### src/rtl/rggen_irq_coalescer.sv
// rggen_irq_coalescer
// Watches W0C/W1C interrupt-status fields (masked by per-bit enables) and
// raises one level interrupt once enough new events have accumulated or a
// timeout has elapsed since the first event of a burst.
//
// Handshake: none. Inputs are level-sampled every rising edge; outputs are
// registered and change only on the rising edge after the inputs that cause
// them. There are no combinational paths from inputs to outputs.
module rggen_irq_coalescer #(
  parameter int WIDTH       = 1,
  parameter int COUNT_WIDTH = 8,
  parameter int TIMER_WIDTH = 16
) (
  input  logic                   clk,
  input  logic                   rst_n,
  input  logic [WIDTH-1:0]       i_status,
  input  logic [WIDTH-1:0]       i_enable,
  input  logic [COUNT_WIDTH-1:0] i_threshold,
  input  logic [TIMER_WIDTH-1:0] i_timeout,
  output logic                   o_irq,
  output logic [COUNT_WIDTH-1:0] o_event_count
);

  // Width of the per-cycle new-event count, and of a sum that cannot overflow.
  localparam int NW = $clog2(WIDTH + 1);
  localparam int SW = ((COUNT_WIDTH > NW) ? COUNT_WIDTH : NW) + 1;
  localparam logic [COUNT_WIDTH-1:0] CNT_MAX = '1;

  typedef enum logic [1:0] {
    IDLE    = 2'd0,
    COLLECT = 2'd1,
    ASSERT  = 2'd2
  } state_e;

  state_e                   state_q, state_d;
  logic [WIDTH-1:0]         prev_masked_q;
  logic [WIDTH-1:0]         masked;
  logic [WIDTH-1:0]         new_evt;
  logic [NW-1:0]            n_new;
  logic [SW-1:0]            sum_wide;
  logic [COUNT_WIDTH-1:0]   cnt_sum;
  logic [COUNT_WIDTH-1:0]   n_new_sat;
  logic [COUNT_WIDTH-1:0]   thr;
  logic [COUNT_WIDTH-1:0]   count_q, count_d;
  logic [TIMER_WIDTH-1:0]   timer_q, timer_d;
  logic                     irq_q;

  // Masking, edge detection of pending bits, and a popcount of new events.
  always_comb begin
    masked  = i_status & i_enable;
    new_evt = masked & ~prev_masked_q;
    n_new   = '0;
    for (int i = 0; i < WIDTH; i++) begin
      n_new = n_new + NW'(new_evt[i]);
    end
  end

  // Saturating accumulation and the effective threshold (0 behaves as 1).
  always_comb begin
    sum_wide  = SW'(count_q) + SW'(n_new);
    cnt_sum   = (sum_wide > SW'(CNT_MAX)) ? CNT_MAX : sum_wide[COUNT_WIDTH-1:0];
    n_new_sat = (SW'(n_new) > SW'(CNT_MAX)) ? CNT_MAX : COUNT_WIDTH'(n_new);
    thr       = (i_threshold == '0) ? COUNT_WIDTH'(1) : i_threshold;
  end

  // Next-state logic: count, timer and state transitions.
  always_comb begin
    state_d = state_q;
    count_d = count_q;
    timer_d = timer_q;
    unique case (state_q)
      IDLE: begin
        if (new_evt != '0) begin
          count_d = n_new_sat;
          if (SW'(n_new) >= SW'(thr)) begin
            state_d = ASSERT;
          end else begin
            state_d = COLLECT;
            timer_d = i_timeout;
          end
        end
      end
      COLLECT: begin
        if (masked == '0) begin
          // Software cleared everything pending before the burst matured.
          state_d = IDLE;
          count_d = '0;
          timer_d = '0;
        end else begin
          count_d = cnt_sum;
          if (cnt_sum >= thr) begin
            state_d = ASSERT;
          end else if ((i_timeout != '0) && (timer_q == TIMER_WIDTH'(1))) begin
            state_d = ASSERT;
          end else if (timer_q != '0) begin
            timer_d = timer_q - TIMER_WIDTH'(1);
          end
        end
      end
      ASSERT: begin
        if (masked == '0) begin
          state_d = IDLE;
          count_d = '0;
          timer_d = '0;
        end else begin
          count_d = cnt_sum;
        end
      end
      default: begin
        state_d = IDLE;
        count_d = '0;
        timer_d = '0;
      end
    endcase
  end

  // State, counters, history of masked bits, and the registered request.
  always_ff @(posedge clk) begin
    if (!rst_n) begin
      state_q       <= IDLE;
      count_q       <= '0;
      timer_q       <= '0;
      prev_masked_q <= '0;
      irq_q         <= 1'b0;
    end else begin
      state_q       <= state_d;
      count_q       <= count_d;
      timer_q       <= timer_d;
      prev_masked_q <= masked;
      irq_q         <= (state_d == ASSERT);
    end
  end

  assign o_irq         = irq_q;
  assign o_event_count = count_q;

endmodule

### config.mk
export PLATFORM = sky130hd
export DESIGN_NAME = rggen_irq_coalescer
export DESIGN_NICKNAME = d
export VERILOG_FILES = /design/src/rtl/rggen_irq_coalescer.sv
export SDC_FILE = /design/constraint.sdc
export NUM_CORES = 1
export LEC_CHECK = 0
export ABC_CLOCK_PERIOD_IN_PS = 3700
export CAP_MARGIN = 5
export CELL_PAD_IN_SITES_DETAIL_PLACEMENT = 1
export CELL_PAD_IN_SITES_GLOBAL_PLACEMENT = 1
export CORE_AREA = 2 2 78 80
export CTS_CLUSTER_SIZE = 30
export DETAILED_ROUTE_END_ITERATION = 8
export DIE_AREA = 0 0 80 82
export PLACE_DENSITY_LB_ADDON = 0.1
export REMOVE_ABC_BUFFERS = 1
export SYNTH_ARGS = -nofsm -noshare
export SYNTH_HDL_FRONTEND = slang
export SYNTH_SLANG_ARGS = --single-unit
### constraint.sdc
create_clock -name clk -period 3.7 [get_ports clk]
set_input_delay 0.37 -clock clk [delete_from_list [all_inputs] [get_ports clk]]
set_output_delay 0.37 -clock clk [all_outputs]
set_load 0.03 [all_outputs]
## Word level (Yosys, flattened, before mapping)

Cells that the tools add are included.

- Register bits after elaboration: 28
- Output and inout port bits: 9
- Logic and storage cells: 50
- Input bits: 28

- Multiplexer cells: 20
- Add/sub/neg operators: 2
- Equality and inequality tests: 10
- Magnitude comparators: 3
- Bitwise operators: 3
- Reductions and logical operators: 7

Operators with widths:

| cell | number |
|---|---|
| $mux W16 | 7 |
| $pmux W16 S3 | 1 |
| $mux W8 | 4 |
| $reduce_bool A16 Y1 | 2 |
| $eq A16 B1 Y1 const B | 1 |
| $pmux W8 S2 | 1 |
| $sub A16 B1 Y16 const B | 1 |
| $mux W2 | 6 |
| $add A8 B1 Y9 | 1 |
| $gt A9 B8 Y1 const B | 1 |
| $ne A3 B3 Y1 const B | 3 |
| $ge A1 B8 Y1 | 1 |
| $ge A8 B8 Y1 | 1 |
| $logic_not A8 Y1 | 1 |
| $ne A2 B2 Y1 const B | 3 |
| $pmux W2 S3 | 1 |
| $reduce_and A6 Y1 | 1 |
| $eq A2 B2 Y1 const B | 2 |
| $and A1 B1 Y1 | 2 |
| $eq A2 B1 Y1 const B | 1 |
| $logic_not A2 Y1 | 1 |
| $reduce_or A2 Y1 | 1 |
| $logic_and A1 B1 Y1 | 1 |
| $not A1 Y1 | 1 |

## Longest topological paths before layout

- Word-level depth: 10
- Depth in mapped cells: 16
- Mapped depth without buffers: 15

## Least setup slack after synthesis

Ideal clock, no wire load.

- Path kind: input -> register
- From: input i_status
- To: register timer_q[12]
- Library setup time: 86 ps
- Setup slack: 239 ps
- Stages on the path: 16
- Arrival: 3376 ps
- Path through: nand2_1 > nor2_4 > ha_1 > ha_1 > and3_1 > and3_1 > nand3_1 > nand2_1 > ha_1 > a211o_1 > o211ai_1 > o311ai_1 > o31ai_4 > buf_6 > nor2_1 > a211oi_1

- Longest elaborated chain between the ends: 8
- Elaborated cells between the ends (all ways): 16

Ends and longest elaborated chain:

| what | RTL line | source |
|---|---|---|
| start, declared | 16 | `input logic [WIDTH-1:0] i_status,` |
| $and A1 B1 Y1 * | 50 | `masked = i_status & i_enable;` |
| $and A1 B1 Y1 | 51 | `new_evt = masked & ~prev_masked_q;` |
| $add A8 B1 Y9 | 60 | `sum_wide = SW'(count_q) + SW'(n_new);` |
| $gt A9 B8 Y1 | 61 | `cnt_sum = (sum_wide > SW'(CNT_MAX)) ? CNT_MAX : sum_wide[COUNT_WIDTH-1:0];` |
| $mux W8 | 61 |  |
| $ge A8 B8 Y1 | 91 | `if (cnt_sum >= thr) begin` |
| $ne A3 B3 Y1 (no source line) | - |  |
| $reduce_and A6 Y1 (no source line) | - |  |
| end signal, assigned | 128 | `timer_q <= timer_d;` |
| end, declared | 45 | `logic [TIMER_WIDTH-1:0] timer_q, timer_d;` |

Every way passes the cells marked *; elsewhere a longest branch is shown, timed or not.
A chain may end at the register's enable or synchronous reset.

## Worst setup path in the final report

- From: input i_status
- To: register timer_q[11]

Same word-level chain as after synthesis.

==> impl_metrics.ini <==
[sta]
fin_worst_skew_ps = 17.5
maxSlewViolCount = 0
setup-violations-final = 0
whs_ps = 513
maxSlewHeadroom = 0.573
worst_pin_slew_ps = 635
setup_slack_ps = 119
post-route-min-period_ps = 3580
fmax_mhz = 279
fin_setup_tns_ps = 0
fin_crit_sh = 0.968
hold_viol = 0

[place]
dp.cells = 404
dp.final_hpwl_um = 5150
gp_congestion = 0.815
port_buffers = 36
placed_area_um2 = 2770
place_ws_ps = -313

[finish]
fin_nets = 385
stdcell_count = 413
post-route-util = 0.525
n_fill_cell = 723
n_antenna_cell = 0
drive_gt1_frac = 0.180
fin_area_um2 = 3020
syn_to_final_growth_pct = 38.5

[critical_path]
crit_chain = clkdlybuf4s50_1 > nand2_2 > nor2_4 > ha_1 > ha_1 > and3_4 > and3_4 > nand3_4 > nand2_4 > ha_4 > a211o_1 > a31oi_4 > o311ai_4 > o31ai_4 > buf_12 > mux2i_1 > o21ai_1
start_kind = input pin
cp_max_fo = 7
cp.buffers_inverters = 2
critPathArrivalTime_ps = 3770
cpMaxStageDelayCell = clkdlybuf4s50_1
worstPathRequired_ps = 3890
crit_family = compound AO/OA/AOI/OAI gates
critPathMaxStageDelay_ps = 500
setup.worst_path.class = input pin to flip-flop
endpoint_kind = flip-flop

[grt]
grt_pass1_vias = 2300
antenna_found_initial = 0
track_usage = 0.218
grt_pass1_wl_um = 11200
grt_start_max_net_pins = 26
overflow = 0

[clock_network]
cts.sinks = 28
cts_tree = built
clockBufferDepth = 2
ctsHoldBuffers = 0
clk_latency_ps = 290
clkTransAtPathRegs_ps = 120
htree_levels = 1
cts-root-buf = clkbuf_8
cts_made_buffers = 3

[floorplan]
rows = 28
die_area_um2 = 6560
fp.dieW_um = 80
die_y_um = 82
start_util = 0.379
ios = 37
core-area_um2 = 5750

[pwr]
p_leak_nw = 1.27
power-per-cell-area_nw_per_um2 = 312
power.total_mw = 0.941
irDropWorstVdd_mv = 0.217

[synthesis]
yosysSeqAreaShare = 0.257
ys_ff_latch = 28
async_flop_share = 0
netlist_top_cells_area = dfxtp_1, ha_1, a22oi_1, nand2_1, nor2_1
postSynthCellCount = 279
avgSynthCellArea_um2 = 7.81
synth_top_area_cell = dfxtp_1
ys.warnings.count = 0
synth.distinct_cells = 50
synth_edf_count = 0
syn-cell-area_um2 = 2180
synth_top_area_share = 0.257
synth_ff_type = dfxtp_1

[detailed_routing]
drt_wl_total_um = 7210
antenna_left = 0
drcViolationCount = 0
wire_per_inst_um = 17.5
dr_total_vias = 2327
drt_first_iter_violations = 49
viasPerCell = 5.63
first_pass_iters = 4

[status]
outcome = complete, no violations

[worst_hold_path]
hp-class = flip-flop to flip-flop

[flow_run]
max_cap_violations = 0
-- cells in the mapped netlist, drive strengths merged, types with 7 or more instances --
cell and number:
a211oi 7, a21oi 10, a22oi 15, and3 8, dfxtp 28, ha 18
inv 17, nand2 28, nand3 15, nor2 27, nor3 10, nor4 7
o21ai 17, xnor2 7
-- layout make-up --
| cell class | instances | area [um^2] | share of cell area |
|---|---|---|---|
| clock buffers | 3 | 41.3 | 0.0137 |
| clock inverters | 1 | 30.0 | 0.00995 |
| inverters | 18 | 67.6 | 0.0224 |
| multi-input cells | 223 | 1600 | 0.530 |
| flip-flops and latches | 28 | 561 | 0.186 |
| well taps | 75 | 93.8 | 0.0311 |
| repair buffers | 65 | 626 | 0.207 |
-- report_power, final --
| group | leakage [nW] | switching, mW | total [mW] | internal (mW) |
|---|---|---|---|---|
| clock | 0.0357 | 0.115 | 0.260 | 0.145 |
| combinational | 1.01 | 0.167 | 0.322 | 0.155 |
| sequential | 0.230 | 0.0328 | 0.359 | 0.326 |
| total | 1.27 | 0.315 | 0.941 | 0.626 |
-- kinds of logic after synthesis --
| kind of cell | after synthesis | share of synthesized area |
|---|---|---|
| AOI/OAI and AO/OA | 71 | 0.226 |
| xor gates and xnor gates | 13 | 0.0523 |
| adders and majority gates | 18 | 0.103 |
| buffers and inverters | 28 | 0.0603 |
| DFF | 28 | 0.257 |
| muxes | 6 | 0.0276 |
| and+or+nand+nor | 115 | 0.273 |
-- layer usage --
layer / share of wire / track usage
met5: 0 / 0
met4: 0.015 / 0.0542
met3: 0.034 / 0.0341
met2: 0.52 / 0.399
met1: 0.43 / 0.265
-- state kept, by name, indices dropped and copies added, names as in the netlist --
| signal | count |
|---|---|
| prev_masked_q | 1 |
| state_q | 2 |
| timer_q | 16 |
| o_event_count | 8 |
| o_irq | 1 |
-- placed cells by master (no fill, tap or decap), drive strengths merged, types with 5 or more instances in the layout --
| cell type | instances |
|---|---|
| a211oi | 7 |
| a21oi | 10 |
| a22oi | 15 |
| and3 | 8 |
| buf | 27 |
| clkbuf | 5 |
| clkdlybuf4s50 | 36 |
| dfxtp | 28 |
| ha | 18 |
| inv | 17 |
| mux2i | 6 |
| nand2 | 28 |
| nand3 | 15 |
| nor2 | 27 |
| nor3 | 10 |
| nor4 | 7 |
| o21ai | 17 |
| or4 | 5 |
| xnor2 | 7 |
| xor2 | 6 |
-- final timing paths --
path / start / end / slack [ps] / cells after the start
setup / recovery: i_status / timer_q[11] / 120 / 17
hold / removal: timer_q[9] / timer_q[9] / 510 / 2
setup reg to reg: prev_masked_q / timer_q[11] / 370 / 16
hold reg to reg: timer_q[9] / timer_q[9] / 510 / 2
-- repair_timing --
| item | in CTS | in global routing |
|---|---|---|
| setup buffers | 0 | 3 |
| pin swaps | 0 | 6 |
| setup endpoints to repair | 4 | 19 |
| cloned | 0 | 2 |
| resized for setup | 1 | 19 |
-- tightest hold or removal path: stages, from the launching register on --
cell and delay [ps]:
dfxtp_1 350, nand3_1 60, o21ai_0 60
Power figures use the tool's default switching activity.
